===== src/rtl/layer1_idb1_weight_feeder_pkg.sv =====
// Shared types and default sizes for the layer1 identity-bottleneck weight feeder.
// The defaults are the real layer1 weight counts; test builds override them.
package layer1_idb1_weight_feeder_pkg;

    typedef enum logic [2:0] {
        S_IDLE  = 3'd0,
        S_RUN1  = 3'd1,
        S_RUN2  = 3'd2,
        S_RUN3  = 3'd3,
        S_DRAIN = 3'd4
    } state_e;

    // Marks which conv stream an in-flight read belongs to.
    typedef enum logic [1:0] {
        TAG_NONE = 2'd0,
        TAG_W1   = 2'd1,
        TAG_W2   = 2'd2,
        TAG_W3   = 2'd3
    } tag_e;

    localparam int unsigned DEF_N_W1 = 16384;  // 256 in x 64 out x 1x1
    localparam int unsigned DEF_N_W2 = 36864;  // 64 x 64 x 3x3
    localparam int unsigned DEF_N_W3 = 16384;  // 64 x 256 x 1x1

endpackage


===== src/rtl/layer1_idb1_weight_feeder_if.sv =====
// Control, weight-memory read and weight-stream signals of the weight feeder.
// The feeder uses master; the controller, memory and conv stages use slave.
interface layer1_idb1_weight_feeder_if #(
    parameter int DATA_WIDTH = 32,
    parameter int ADDR_WIDTH = 17
);
    logic                  start;
    logic                  pause;
    logic                  mem_rd_en;
    logic [ADDR_WIDTH-1:0] mem_addr;
    logic [DATA_WIDTH-1:0] mem_rd_data;
    logic                  valid_weight_out1;
    logic [DATA_WIDTH-1:0] weight_out1;
    logic                  valid_weight_out2;
    logic [DATA_WIDTH-1:0] weight_out2;
    logic                  valid_weight_out3;
    logic [DATA_WIDTH-1:0] weight_out3;
    logic                  busy;
    logic                  done;

    modport master (
        input  start, pause, mem_rd_data,
        output mem_rd_en, mem_addr,
        output valid_weight_out1, weight_out1,
        output valid_weight_out2, weight_out2,
        output valid_weight_out3, weight_out3,
        output busy, done
    );

    modport slave (
        output start, pause, mem_rd_data,
        input  mem_rd_en, mem_addr,
        input  valid_weight_out1, weight_out1,
        input  valid_weight_out2, weight_out2,
        input  valid_weight_out3, weight_out3,
        input  busy, done
    );
endinterface


===== src/rtl/layer1_idb1_weight_feeder_weight_rd_pipe.sv =====
// Two-stage tagged read-return pipeline: the tag follows the read for one cycle,
// then the returned word lands on the tagged stream's output register.
module layer1_idb1_weight_feeder_weight_rd_pipe
    import layer1_idb1_weight_feeder_pkg::*;
#(
    parameter int DATA_WIDTH = 32
) (
    input  logic                  clk,
    input  logic                  reset,
    input  logic                  rd_en,
    input  tag_e                  rd_tag,
    input  logic [DATA_WIDTH-1:0] mem_rd_data,
    output logic                  valid_out1,
    output logic [DATA_WIDTH-1:0] data_out1,
    output logic                  valid_out2,
    output logic [DATA_WIDTH-1:0] data_out2,
    output logic                  valid_out3,
    output logic [DATA_WIDTH-1:0] data_out3,
    output logic                  pipe_empty
);
    tag_e                  tag_q, tag_d;
    logic                  valid1_q, valid1_d, valid2_q, valid2_d, valid3_q, valid3_d;
    logic [DATA_WIDTH-1:0] data1_q, data1_d, data2_q, data2_d, data3_q, data3_d;

    always_comb begin
        tag_d    = rd_en ? rd_tag : TAG_NONE;
        valid1_d = (tag_q == TAG_W1);
        valid2_d = (tag_q == TAG_W2);
        valid3_d = (tag_q == TAG_W3);
        // Each stream's data register only loads for its own words, so it holds otherwise.
        data1_d  = valid1_d ? mem_rd_data : data1_q;
        data2_d  = valid2_d ? mem_rd_data : data2_q;
        data3_d  = valid3_d ? mem_rd_data : data3_q;
    end

    always_ff @(posedge clk or negedge reset) begin
        if (!reset) begin
            tag_q    <= TAG_NONE;
            valid1_q <= 1'b0;
            valid2_q <= 1'b0;
            valid3_q <= 1'b0;
            data1_q  <= '0;
            data2_q  <= '0;
            data3_q  <= '0;
        end else begin
            tag_q    <= tag_d;
            valid1_q <= valid1_d;
            valid2_q <= valid2_d;
            valid3_q <= valid3_d;
            data1_q  <= data1_d;
            data2_q  <= data2_d;
            data3_q  <= data3_d;
        end
    end

    assign valid_out1 = valid1_q;
    assign valid_out2 = valid2_q;
    assign valid_out3 = valid3_q;
    assign data_out1  = data1_q;
    assign data_out2  = data2_q;
    assign data_out3  = data3_q;
    assign pipe_empty = (tag_q == TAG_NONE) && !(valid1_q || valid2_q || valid3_q);

endmodule


===== src/rtl/layer1_idb1_weight_feeder.sv =====
// Streams conv1, conv2 then conv3 weights from a synchronous weight memory,
// one read per cycle over a contiguous address range, then drains and pulses done.
module layer1_idb1_weight_feeder
    import layer1_idb1_weight_feeder_pkg::*;
#(
    parameter int          DATA_WIDTH = 32,
    parameter int          ADDR_WIDTH = 17,
    parameter int unsigned BASE_ADDR  = 0,
    parameter int unsigned N_W1       = DEF_N_W1,
    parameter int unsigned N_W2       = DEF_N_W2,
    parameter int unsigned N_W3       = DEF_N_W3
) (
    input logic                     clk,
    input logic                     reset,
    layer1_idb1_weight_feeder_if.master bus
);
    localparam int C1W = $clog2(N_W1 + 1);
    localparam int C2W = $clog2(N_W2 + 1);
    localparam int C3W = $clog2(N_W3 + 1);
    localparam logic [C1W-1:0] LAST1 = C1W'(N_W1 - 1);
    localparam logic [C2W-1:0] LAST2 = C2W'(N_W2 - 1);
    localparam logic [C3W-1:0] LAST3 = C3W'(N_W3 - 1);
    localparam logic [63:0] ADDR_END  = 64'(BASE_ADDR) + 64'(N_W1) + 64'(N_W2) + 64'(N_W3);
    localparam logic [63:0] ADDR_SPAN = 64'd1 << ADDR_WIDTH;

    // The address counter never wraps within a load.
    if (ADDR_END >= ADDR_SPAN) begin : g_addr_range_check
        $error("BASE_ADDR + N_W1 + N_W2 + N_W3 does not fit in ADDR_WIDTH");
    end

    state_e                state_q, state_d;
    logic [ADDR_WIDTH-1:0] addr_q, addr_d;
    logic [C1W-1:0]        cnt1_q, cnt1_d;
    logic [C2W-1:0]        cnt2_q, cnt2_d;
    logic [C3W-1:0]        cnt3_q, cnt3_d;
    logic                  busy_q, busy_d;
    logic                  done_q, done_d;
    logic                  rd_en;
    tag_e                  rd_tag;
    logic                  pipe_empty;

    always_comb begin
        state_d = state_q;
        addr_d  = addr_q;
        cnt1_d  = cnt1_q;
        cnt2_d  = cnt2_q;
        cnt3_d  = cnt3_q;
        busy_d  = busy_q;
        done_d  = 1'b0;
        rd_en   = 1'b0;
        rd_tag  = TAG_NONE;
        case (state_q)
            // A start coinciding with the done pulse is dropped.
            S_IDLE: if (bus.start && !done_q) begin
                state_d = S_RUN1;
                addr_d  = ADDR_WIDTH'(BASE_ADDR);
                cnt1_d  = '0;
                cnt2_d  = '0;
                cnt3_d  = '0;
                busy_d  = 1'b1;
            end
            S_RUN1: if (!bus.pause) begin
                rd_en  = 1'b1;
                rd_tag = TAG_W1;
                addr_d = addr_q + ADDR_WIDTH'(1);
                cnt1_d = cnt1_q + C1W'(1);
                if (cnt1_q == LAST1) state_d = S_RUN2;
            end
            S_RUN2: if (!bus.pause) begin
                rd_en  = 1'b1;
                rd_tag = TAG_W2;
                addr_d = addr_q + ADDR_WIDTH'(1);
                cnt2_d = cnt2_q + C2W'(1);
                if (cnt2_q == LAST2) state_d = S_RUN3;
            end
            S_RUN3: if (!bus.pause) begin
                rd_en  = 1'b1;
                rd_tag = TAG_W3;
                addr_d = addr_q + ADDR_WIDTH'(1);
                cnt3_d = cnt3_q + C3W'(1);
                if (cnt3_q == LAST3) state_d = S_DRAIN;
            end
            S_DRAIN: if (pipe_empty) begin
                state_d = S_IDLE;
                done_d  = 1'b1;
                busy_d  = 1'b0;
            end
            default: state_d = S_IDLE;
        endcase
    end

    always_ff @(posedge clk or negedge reset) begin
        if (!reset) begin
            state_q <= S_IDLE;
            addr_q  <= '0;
            cnt1_q  <= '0;
            cnt2_q  <= '0;
            cnt3_q  <= '0;
            busy_q  <= 1'b0;
            done_q  <= 1'b0;
        end else begin
            state_q <= state_d;
            addr_q  <= addr_d;
            cnt1_q  <= cnt1_d;
            cnt2_q  <= cnt2_d;
            cnt3_q  <= cnt3_d;
            busy_q  <= busy_d;
            done_q  <= done_d;
        end
    end

    assign bus.mem_rd_en = rd_en;
    assign bus.mem_addr  = addr_q;
    assign bus.busy      = busy_q;
    assign bus.done      = done_q;

    layer1_idb1_weight_feeder_weight_rd_pipe #(
        .DATA_WIDTH (DATA_WIDTH)
    ) u_rd_pipe (
        .clk         (clk),
        .reset       (reset),
        .rd_en       (rd_en),
        .rd_tag      (rd_tag),
        .mem_rd_data (bus.mem_rd_data),
        .valid_out1  (bus.valid_weight_out1),
        .data_out1   (bus.weight_out1),
        .valid_out2  (bus.valid_weight_out2),
        .data_out2   (bus.weight_out2),
        .valid_out3  (bus.valid_weight_out3),
        .data_out3   (bus.weight_out3),
        .pipe_empty  (pipe_empty)
    );

endmodule


===== src/flat_wrapper.sv =====
// flat-port wrapper written by rule: the top's interface ports become plain ports
module layer1_idb1_weight_feeder_flat import layer1_idb1_weight_feeder_pkg::*;
#(
    parameter int          DATA_WIDTH = 32,
    parameter int          ADDR_WIDTH = 17,
    parameter int unsigned BASE_ADDR  = 0,
    parameter int unsigned N_W1       = DEF_N_W1,
    parameter int unsigned N_W2       = DEF_N_W2,
    parameter int unsigned N_W3       = DEF_N_W3
)
  (clk, reset, bus_start, bus_pause, bus_mem_rd_data, bus_mem_rd_en, bus_mem_addr, bus_valid_weight_out1, bus_weight_out1, bus_valid_weight_out2, bus_weight_out2, bus_valid_weight_out3, bus_weight_out3, bus_busy, bus_done);
  layer1_idb1_weight_feeder_if #(.DATA_WIDTH(DATA_WIDTH), .ADDR_WIDTH(ADDR_WIDTH)) bus_i ();
  input logic clk;
  input logic reset;
  input wire logic [$bits(bus_i.start)-1:0] bus_start;
  input wire logic [$bits(bus_i.pause)-1:0] bus_pause;
  input wire logic [$bits(bus_i.mem_rd_data)-1:0] bus_mem_rd_data;
  output wire logic [$bits(bus_i.mem_rd_en)-1:0] bus_mem_rd_en;
  output wire logic [$bits(bus_i.mem_addr)-1:0] bus_mem_addr;
  output wire logic [$bits(bus_i.valid_weight_out1)-1:0] bus_valid_weight_out1;
  output wire logic [$bits(bus_i.weight_out1)-1:0] bus_weight_out1;
  output wire logic [$bits(bus_i.valid_weight_out2)-1:0] bus_valid_weight_out2;
  output wire logic [$bits(bus_i.weight_out2)-1:0] bus_weight_out2;
  output wire logic [$bits(bus_i.valid_weight_out3)-1:0] bus_valid_weight_out3;
  output wire logic [$bits(bus_i.weight_out3)-1:0] bus_weight_out3;
  output wire logic [$bits(bus_i.busy)-1:0] bus_busy;
  output wire logic [$bits(bus_i.done)-1:0] bus_done;
  assign bus_i.start = bus_start;
  assign bus_i.pause = bus_pause;
  assign bus_i.mem_rd_data = bus_mem_rd_data;
  assign bus_mem_rd_en = bus_i.mem_rd_en;
  assign bus_mem_addr = bus_i.mem_addr;
  assign bus_valid_weight_out1 = bus_i.valid_weight_out1;
  assign bus_weight_out1 = bus_i.weight_out1;
  assign bus_valid_weight_out2 = bus_i.valid_weight_out2;
  assign bus_weight_out2 = bus_i.weight_out2;
  assign bus_valid_weight_out3 = bus_i.valid_weight_out3;
  assign bus_weight_out3 = bus_i.weight_out3;
  assign bus_busy = bus_i.busy;
  assign bus_done = bus_i.done;
  layer1_idb1_weight_feeder #(.DATA_WIDTH(DATA_WIDTH), .ADDR_WIDTH(ADDR_WIDTH), .BASE_ADDR(BASE_ADDR), .N_W1(N_W1), .N_W2(N_W2), .N_W3(N_W3)) u_core (.clk(clk), .reset(reset), .bus(bus_i));
endmodule

===== config.mk =====
export PLATFORM = sky130hd
export DESIGN_NAME = layer1_idb1_weight_feeder_flat
export DESIGN_NICKNAME = d
export VERILOG_FILES = /design/src/rtl/layer1_idb1_weight_feeder_pkg.sv /design/src/rtl/layer1_idb1_weight_feeder_if.sv /design/src/rtl/layer1_idb1_weight_feeder_weight_rd_pipe.sv /design/src/rtl/layer1_idb1_weight_feeder.sv /design/src/flat_wrapper.sv
export SDC_FILE = /design/constraint.sdc
export NUM_CORES = 1
export LEC_CHECK = 0
export BUFFER_PORTS_ARGS = -buffer_cell sky130_fd_sc_hd__buf_2
export CAP_MARGIN = 20
export CELL_PAD_IN_SITES_DETAIL_PLACEMENT = 1
export CELL_PAD_IN_SITES_GLOBAL_PLACEMENT = 1
export CORE_ASPECT_RATIO = 1.2
export CORE_UTILIZATION = 43
export CTS_CLUSTER_DIAMETER = 100
export CTS_CLUSTER_SIZE = 24
export DETAILED_ROUTE_END_ITERATION = 10
export PLACE_DENSITY = 0.76
export RECOVER_POWER = 50
export SLEW_MARGIN = 20
export SYNTH_ARGS = -nofsm -noshare
export SYNTH_HDL_FRONTEND = slang
export SYNTH_SLANG_ARGS = --single-unit

===== constraint.sdc =====
create_clock -name clk -period 2.76 [get_ports clk]
set_input_delay 0.276 -clock clk [delete_from_list [all_inputs] [get_ports clk]]
set_output_delay 0.276 -clock clk [all_outputs]
set_load 0.02 [all_outputs]

**Word level (Yosys, flattened, before mapping)**

Cells that the tools add are included.

- Reduce and logical (&&, ||, !) cells: 20
- Add/subtract/negate cells: 4
- Equality and inequality tests: 19
- Muxes and demuxes: 32

Operators with widths:

| cell | number |
|---|---|
| 15-bit case mux with 2 select lines | 2 |
| 15-bit two-way mux | 3 |
| 17-bit two-way mux | 2 |
| 17-bit case mux with 2 select lines | 1 |
| 16-bit two-way mux | 2 |
| 16-bit case mux with 2 select lines | 1 |
| 15-bit by 1-bit adder with 15-bit output, second input constant | 2 |
| 15-bit by 14-bit == test with 1-bit output, second input constant | 2 |
| 3-bit two-way mux | 8 |
| 17-bit by 1-bit adder with 17-bit output, second input constant | 1 |
| 16-bit by 1-bit adder with 16-bit output, second input constant | 1 |
| 16-bit == test, second input constant | 1 |
| 3-bit case mux with 5 select lines | 1 |
| 3-bit AND reduction | 5 |
| 2-bit by 1-bit != test with 1-bit output, second input constant | 5 |
| 2-bit nonzero test | 5 |
| 2-bit != test, second input constant | 4 |
| 8-bit AND reduction | 1 |
| 1-bit two-way mux | 7 |
| 3-bit by 2-bit == test with 1-bit output, second input constant | 2 |
| 2-bit two-way mux | 3 |
| 2-bit case mux with 3 select lines | 1 |
| 2-bit == test, second input constant | 2 |
| 3-bit by 1-bit == test with 1-bit output, second input constant | 1 |
| 9 further kinds | 12 |

- Logic and storage cells: 89
- Output and inout bits: 119
- Register bits: 169

**Depth between registers and ports, before layout**

Gate-level depths: netlist of run 1.

- Depth in word-level cells: 6
- Depth in mapped cells: 7

**Cells and area by module**

Synthesis of run 1 repeated with hierarchy kept, for this count alone.

- Cell total of the unflattened synthesis: 610
- Area total of the unflattened synthesis: 7662.3 sq um

By module, submodules not included:

| module | area an instance (sq um) | sequential area each (sq um) | cells an instance | times used |
|---|---|---|---|---|
| layer1_idb1_weight_feeder_weight_rd_pipe | 3992.6 | 2527.4 | 217 | 1 |
| layer1_idb1_weight_feeder | 3669.8 | 1701.6 | 393 | 1 |

**Worst setup path after synthesis of run 1**

OpenSTA, ideal clock, no wires.

- Kind: register to register
- Start point: register u_core.done_q, in the netlist u_core.bus.done
- End point: register u_core.state_q[0]
- Required time: 2.632 ns
- Arrival time: 1.893 ns
- Path buffers: 1
- Stages on the path, launching flop included: 7
- Slack: 0.739 ns
- Cells stage by stage: dfrtp_1 -> or4b_1 -> buf_2 -> nand2_2 -> o22ai_2 -> nor4_4 -> mux2_1

- Longest elaborated chain between the ends: 4

Ends and longest elaborated chain:

| what | RTL line | RTL |
|---|---|---|
| start, declared | layer1_idb1_weight_feeder.sv:37 | `logic done_q, done_d;` |
| start signal, assigned | layer1_idb1_weight_feeder.sv:108 | `done_q <= done_d;` |
| 1-bit zero test | layer1_idb1_weight_feeder.sv:54 | `S_IDLE: if (bus.start && !done_q) begin` |
| 1-bit logical AND | layer1_idb1_weight_feeder.sv:54 |  |
| 2-bit by 1-bit != test with 1-bit output (no line) | n/a |  |
| 8-bit AND reduction (no line) | n/a |  |
| end signal, assigned | layer1_idb1_weight_feeder.sv:102 | `state_q <= state_d;` |
| end, declared | layer1_idb1_weight_feeder.sv:31 | `state_e state_q, state_d;` |

Every way passes these cells.
A chain may end at the register's enable or synchronous reset.

**Worst setup path after layout of run 1**

- Start point: register u_core.state_q[1]
- End point: register u_core.state_q[0]

- Longest elaborated chain between the ends: 3
- Elaborated cells on any way between the ends: 15
- Classes of those cells: eq/ne: 12; mux: 1; reduce/logical: 2

Ends and longest elaborated chain:

| what | RTL line | RTL |
|---|---|---|
| 3-bit == test, or another cell as far along | layer1_idb1_weight_feeder.sv:52 | `case (state_q)` |
| 2-bit by 1-bit != test with 1-bit output (no line) / 2-bit != test (equally long branches) | n/a |  |
| 8-bit AND reduction (no line) | n/a |  |

Parallel ways exist; a longest one is shown, timed or not.

==> impl_metrics.json, run 1 <==
{
  "status": "finished, final reports clean",
  "layout_setup_ws_ps": 430,
  "grt_pass1_vias": 5722,
  "p_comb_share_pct": 37.0,
  "holdWs_ps": 97.9,
  "clock_latency_ps": 430,
  "fp.dieW_um": 120,
  "met1_length_um": 7480,
  "track_usage_pct": 22.6,
  "postLayoutCoreUtil_pct": 53.1,
  "start_util_pct": 44.2,
  "dp.cells": 931,
  "setup_tns_ps": 0,
  "grt_max_degree": 69,
  "finalCriticalPeriod_ps": 2330,
  "numPortBuffers": 154,
  "netlist_instances": 580,
  "clock_sinks": 169,
  "highest_layer": "met4",
  "dp_slack_ps": 442,
  "synth-seq-cells": 169,
  "criticalPathCategory": "reg2reg",
  "power_frac_seq_pct": 39.6,
  "antenna_cells_inserted": 0,
  "period_share_pct": 84.4,
  "vias_per_cell": 5.28,
  "hp-class": "in2reg",
  "power_leakage_nw": 3.85,
  "cts_hold_repair.buffers": 1,
  "cts_max_path_buffers": 2,
  "synthesis.nets": 620,
  "ys.warnings.count": 0,
  "worstPathRequired_ps": 3060,
  "syn_to_final_growth_pct": 20.3,
  "rows": 51,
  "design_area_mm2": 0.00865,
  "ys.flop_type": "dfrtp_1",
  "power_density_mw_per_mm2": 1150,
  "cts_setup_buffers": 0,
  "io_pins": 155,
  "slew_violations": 0,
  "cp-start-kind": "flip-flop",
  "rsz0062_at_grt": "false",
  "postSynthAreaPerCell_um2": 12.4,
  "tightest_slew_ps": 1350,
  "switching_share_pct": 40.2,
  "dpl.hpwl_um": 12400,
  "async_reset_ff_share_pct": 100,
  "ys_types": 53,
  "root_buffer": "clkbuf_16",
  "yosysSeqAreaShare_pct": 58.8,
  "grt_pass1_wl_um": 30000,
  "path_buf_inv": 0,
  "hold_violations": 0,
  "max_cap_viol_count": 0,
  "route.met3.wl_um": 1320,
  "p_clk_share_pct": 23.4,
  "wl_met2_um": 9200,
  "syn_area_mm2": 0.00719,
  "fin_cells": 964,
  "die_area_mm2": 0.0172,
  "gr-total-overflow": 0,
  "gp_congestion": 0.761,
  "firstDrtPassIters": 4,
  "cts_inserted_buffers": 17,
  "setup_viol": 0,
  "htreeDepth": 4,
  "worstPathMaxFanout": 14,
  "clk_pin_slew_ps": 70,
  "power_mw": 9.98,
  "totalWireLength_um": 18200,
  "vias": 5088,
  "crit_family": "simple AND/OR/NAND/NOR gates",
  "peakVddDrop_mv": 0.665,
  "tritoncts": "yes",
  "core_area_mm2": 0.0163,
  "p_int_mw": 5.96,
  "arrival_ps": 2630,
  "max_slew_margin_pct": 10.3,
  "antenna_found_initial": 0,
  "wire_per_inst_um": 18.9,
  "fin_skew_ps": 11.6,
  "worst_setup_path_end_kind": "flip-flop",
  "post-route-drc-count": 0,
  "netSwitchingPower_mw": 4.02,
  "ant_nets": 0,
  "die_y_um": 144,
  "max_stage_delay_ps": 730,
  "drt_iter0_drc": 121,
  "cp_slowest_cell": "or4b_1",
  "post_cts_resized": 0,
  "synth_edf_count": 0,
  "drive_gt1_share_pct": 26.1,
  "dpl-instance-area_mm2": 0.00822,
  "max_clock_freq_mhz": 429,
  "crit_chain": "or4b_1 > nand2_2 > o22ai_2 > nor4_4 > mux2_1",
  "nets": 779
}
[cell usage in the layout, fill, tap and decap left out, types with 5 or more instances in the layout]
cell,n
clkbuf_1,109
dfrtp_1,169
and4_1,6
a21oi_1,7
nand3_1,21
nor3_1,7
and3_1,8
nor2b_1,5
clkbuf_16,17
inv_6,6
xor2_1,32
nand2_1,34
buf_2,47
mux2_2,98
nor2_1,69
nand4_1,21
inv_1,8
xnor2_1,15
o21ai_0,5
[final cells by class]
| type | count | area (um2) |
|---|---|---|
| inverter | 8 | 30.0 |
| sequential | 169 | 4230 |
| clock inverter | 13 | 130 |
| timing repair buffer | 163 | 702 |
| tap | 212 | 265 |
| clock buffer | 19 | 443 |
| fill | 1774 | 7620 |
| multi-input combinational | 380 | 2850 |
[synth_stat cells, types with 2 or more instances]
master	n	area [um2]
dfrtp_1	169	4230
nor3_1	7	35.0
and3_1	8	50.1
o21ai_0	5	25.0
inv_1	8	30.0
xnor2_1	15	131
clkbuf_1	15	56.3
nor2b_1	6	37.5
nand3_1	21	105
mux2i_1	3	30.0
nor4_1	2	12.5
a21oi_1	7	35.0
xor2_1	32	280
or2_2	2	12.5
a31oi_1	2	12.5
mux2_1	2	22.5
buf_2	5	25.0
nor2_1	70	263
a22o_1	3	26.3
nor3b_1	2	15.0
ha_1	4	50.1
buf_1	3	11.3
nand2_1	34	128
mux2_2	98	1100
and4_1	6	52.6
or3_1	2	12.5
nand2b_1	3	18.8
nand4_1	21	131
[logic make-up (layout without fill, tap and decap cells)]
| kind of cell | after synthesis | after routing | synth area share [%] |
|---|---|---|---|
| flops | 169 | 169 | 58.8 |
| compound gates | 32 | 32 | 3.50 |
| buf+inv | 31 | 203 | 1.71 |
| xor+xnor | 47 | 47 | 5.73 |
| mux | 103 | 103 | 16.1 |
| fa+ha+maj | 4 | 4 | 0.696 |
| simple gates | 194 | 194 | 13.4 |
[path summary, 6_finish.rpt]
| kind | cells past startpoint | startpoint | to | slack [ps] |
|---|---|---|---|---|
| max | 5 | u_core.state_q[1] | u_core.state_q[0] | 430 |
| min | 2 | bus_mem_rd_data[14] | u_core.u_rd_pipe.data_out1[14] | 100 |
| max reg2reg | 5 | u_core.state_q[1] | u_core.state_q[0] | 430 |
| min reg2reg | 1 | u_core.u_rd_pipe.data_out3[25] | u_core.u_rd_pipe.data_out3[25] | 500 |
| max in group asynchronous | 3 | reset | u_core.bus.done | 550 |
| min in group asynchronous | 2 | reset | u_core.bus.mem_addr[0] | 440 |
[state kept, by name, indices dropped and copies added (netlist names)]
register,cells
u_core.u_rd_pipe.data_out1,32
u_core.u_rd_pipe.data_out2,32
u_core.u_rd_pipe.data_out3,32
u_core.bus.mem_addr,17
u_core.cnt2_q,16
u_core.cnt1_q,15
u_core.cnt3_q,15
u_core.state_q,3
u_core.u_rd_pipe.tag_q,2
u_core.bus.busy,1
u_core.bus.done,1
u_core.u_rd_pipe.valid_out1,1
u_core.u_rd_pipe.valid_out2,1
u_core.u_rd_pipe.valid_out3,1
[metal layers]
layer | track usage (%) | vias to the layer above
li1 | - | 2338
met2 | 38.9 | 134
met3 | 8.65 | 23
met1 | 25.9 | 2593
met4 | 6.78 | 0
met5 | 0 | -
[power by group through the flow]
stage | clock [mW] | combinational [mW] | sequential [mW]
5_1_grt | 2.48 | 3.97 | 4.05
3_3_place_gp | 0 | 3.80 | 3.85
3_5_place_dp | 0 | 3.92 | 3.94
2_1_floorplan | 0 | 1.60 | 4.79
4_1_cts | 2.39 | 3.96 | 3.93
6_report | 2.34 | 3.69 | 3.95
(Power assumes the default switching activity.)
==> inputs of run 2 (changes only) <==
==> constraint.sdc (replaced) <==
create_clock -name clk -period 2.2 [get_ports clk]
set_input_delay 0.22 -clock clk [delete_from_list [all_inputs] [get_ports clk]]
set_output_delay 0.22 -clock clk [all_outputs]
set_load 0.02 [all_outputs]
==> run 2 against run 1 <==
  * The run now ends with capacitance limit, slew limit left
  * Non-clock buffer count increased by 9
  * Worst setup slack got worse by 380 ps
  * Critical path depth unchanged
==> impl_metrics.json, run 2 (same netlist as run 1, synthesis figures left out) <==
{
  "fp.dieW_um": 120,
  "vias": 5112,
  "criticalPathCategory": "reg2reg",
  "totalWireLength_um": 17700,
  "start_util_pct": 44.2,
  "core_area_mm2": 0.0163,
  "fin_skew_ps": 7.74,
  "final_common_cell": "dfrtp_1",
  "cts_inserted_buffers": 17,
  "final_cell_mix": "169 x dfrtp_1, 98 x mux2_2, 80 x buf_2",
  "gp_congestion": 0.785,
  "hold_violations": 0,
  "crit_chain": "or4_1 > nor2_1 > o22ai_2 > nor4_4 > mux2_1",
  "clk_pin_slew_ps": 70,
  "cts_hold_repair.buffers": 1,
  "drive_gt1_share_pct": 31.1,
  "firstDrtPassIters": 4,
  "worstPathRequired_ps": 2500,
  "cts_setup_buffers": 0,
  "rows": 51,
  "setup_viol": 0,
  "max_clock_freq_mhz": 466,
  "period_share_pct": 97.6,
  "die_area_mm2": 0.0172,
  "gr-total-overflow": 0,
  "numPortBuffers": 154,
  "n_fill_cell": 1793,
  "power_density_mw_per_mm2": 1430,
  "violations": "capacitance limit, slew limit",
  "cp-start-kind": "flip-flop",
  "post-route-drc-count": 0,
  "max_slew_margin_pct": -8.14,
  "antenna_cells_inserted": 0,
  "arrival_ps": 2450,
  "grt_pass1_vias": 5638,
  "dp.cells": 940,
  "dpl.hpwl_um": 12500,
  "antenna_found_initial": 0,
  "ant_nets": 0,
  "tritoncts": "yes",
  "io_pins": 155,
  "worst_setup_path_end_kind": "flip-flop",
  "slew_violations": 65,
  "crit_family": "simple AND/OR/NAND/NOR gates",
  "die_y_um": 144,
  "clock_sinks": 169,
  "nets": 788,
  "max_stage_delay_ps": 570,
  "cts_max_path_buffers": 2,
  "power_leakage_nw": 4.02,
  "tightest_slew_ps": 1620,
  "fin_cells": 973,
  "grt_max_degree": 67,
  "syn_to_final_growth_pct": 22.4,
  "path_buf_inv": 0,
  "finalCriticalPeriod_ps": 2150,
  "vias_per_cell": 5.25,
  "htreeDepth": 4,
  "drt_iter0_drc": 221,
  "worstPathMaxFanout": 4,
  "track_usage_pct": 21.7,
  "wire_per_inst_um": 18.2,
  "status": "finished, violations left",
  "post_cts_resized": 0,
  "clock_latency_ps": 430,
  "setup_tns_ps": 0,
  "peakVddDrop_mv": 0.794,
  "hp-class": "in2reg",
  "max_cap_viol_count": 1,
  "cp_slowest_cell": "or4_1",
  "rsz0062_at_grt": "false",
  "root_buffer": "clkbuf_16",
  "grt_pass1_wl_um": 28800
}
run 2: cell count changes in the layout (fill, tap and decap cells not counted):
cell	change
buf_2	+33
clkbuf_1	-33
buf_4	+7
clkinv_4	+5
buf_12	+3
clkinvlp_4	-3
inv_6	-3
buf_6	-1
inv_8	+1
nand2b_1	+1
nand2b_2	-1
run 2: report_power, final:
part	total, mW	internal, mW	switching (mW)
Clock	2.91	1.62	1.29
Combinational	4.81	1.80	3.01
Sequential	4.85	4.19	0.653
run 2: layout make-up:
cell class,count,area [um2],share of cell area [%]
Sequential cell,169,4230,48.1
Multi-Input combinational cell,380,2850,32.4
Timing Repair Buffer,172,845,9.60
Clock buffer,19,443,5.04
Tap cell,212,265,3.02
Clock inverter,13,136,1.55
Inverter,8,30.0,0.341
run 2: final timing paths:
| check | start | to | slack (ps) | cells past startpoint |
|---|---|---|---|---|
| max | u_core.u_rd_pipe.tag_q[0] | u_core.state_q[0] | 50 | 5 |
| min | bus_mem_rd_data[17] | u_core.u_rd_pipe.data_out2[17] | 50 | 2 |
| max reg2reg | u_core.u_rd_pipe.tag_q[0] | u_core.state_q[0] | 50 | 5 |
| min reg2reg | u_core.u_rd_pipe.data_out2[27] | u_core.u_rd_pipe.data_out2[27] | 500 | 1 |
| max in group asynchronous | reset | u_core.cnt3_q[8] | 290 | 3 |
| min in group asynchronous | reset | u_core.bus.mem_addr[5] | 750 | 2 |
run 2: layer usage:
metal,vias up,global-route usage [%],share of wire (%)
met5,-,0,0
met4,0,8.55,2.2
met3,33,7.66,7.5
met2,149,37.1,50
met1,2579,24.7,40
li1,2351,-,-
run 2: per-stage QoR:
step | instance area, um2 | setup WS, ps | util, % | total power, mW | hold WS [ps]
floorplan | 7190 | 179 | - | 8.02 | -75.6
global placement | 8310 | 188 | 51.1 | 9.67 | 255
detailed placement | 8310 | 88.4 | 51.1 | 9.92 | 273
CTS | 8900 | 64.9 | 54.7 | 12.9 | 32.0
global route | 8790 | 0.250 | 54.0 | 13.2 | 46.5
finish | 8790 | 53.1 | 54.0 | 12.6 | 45.6
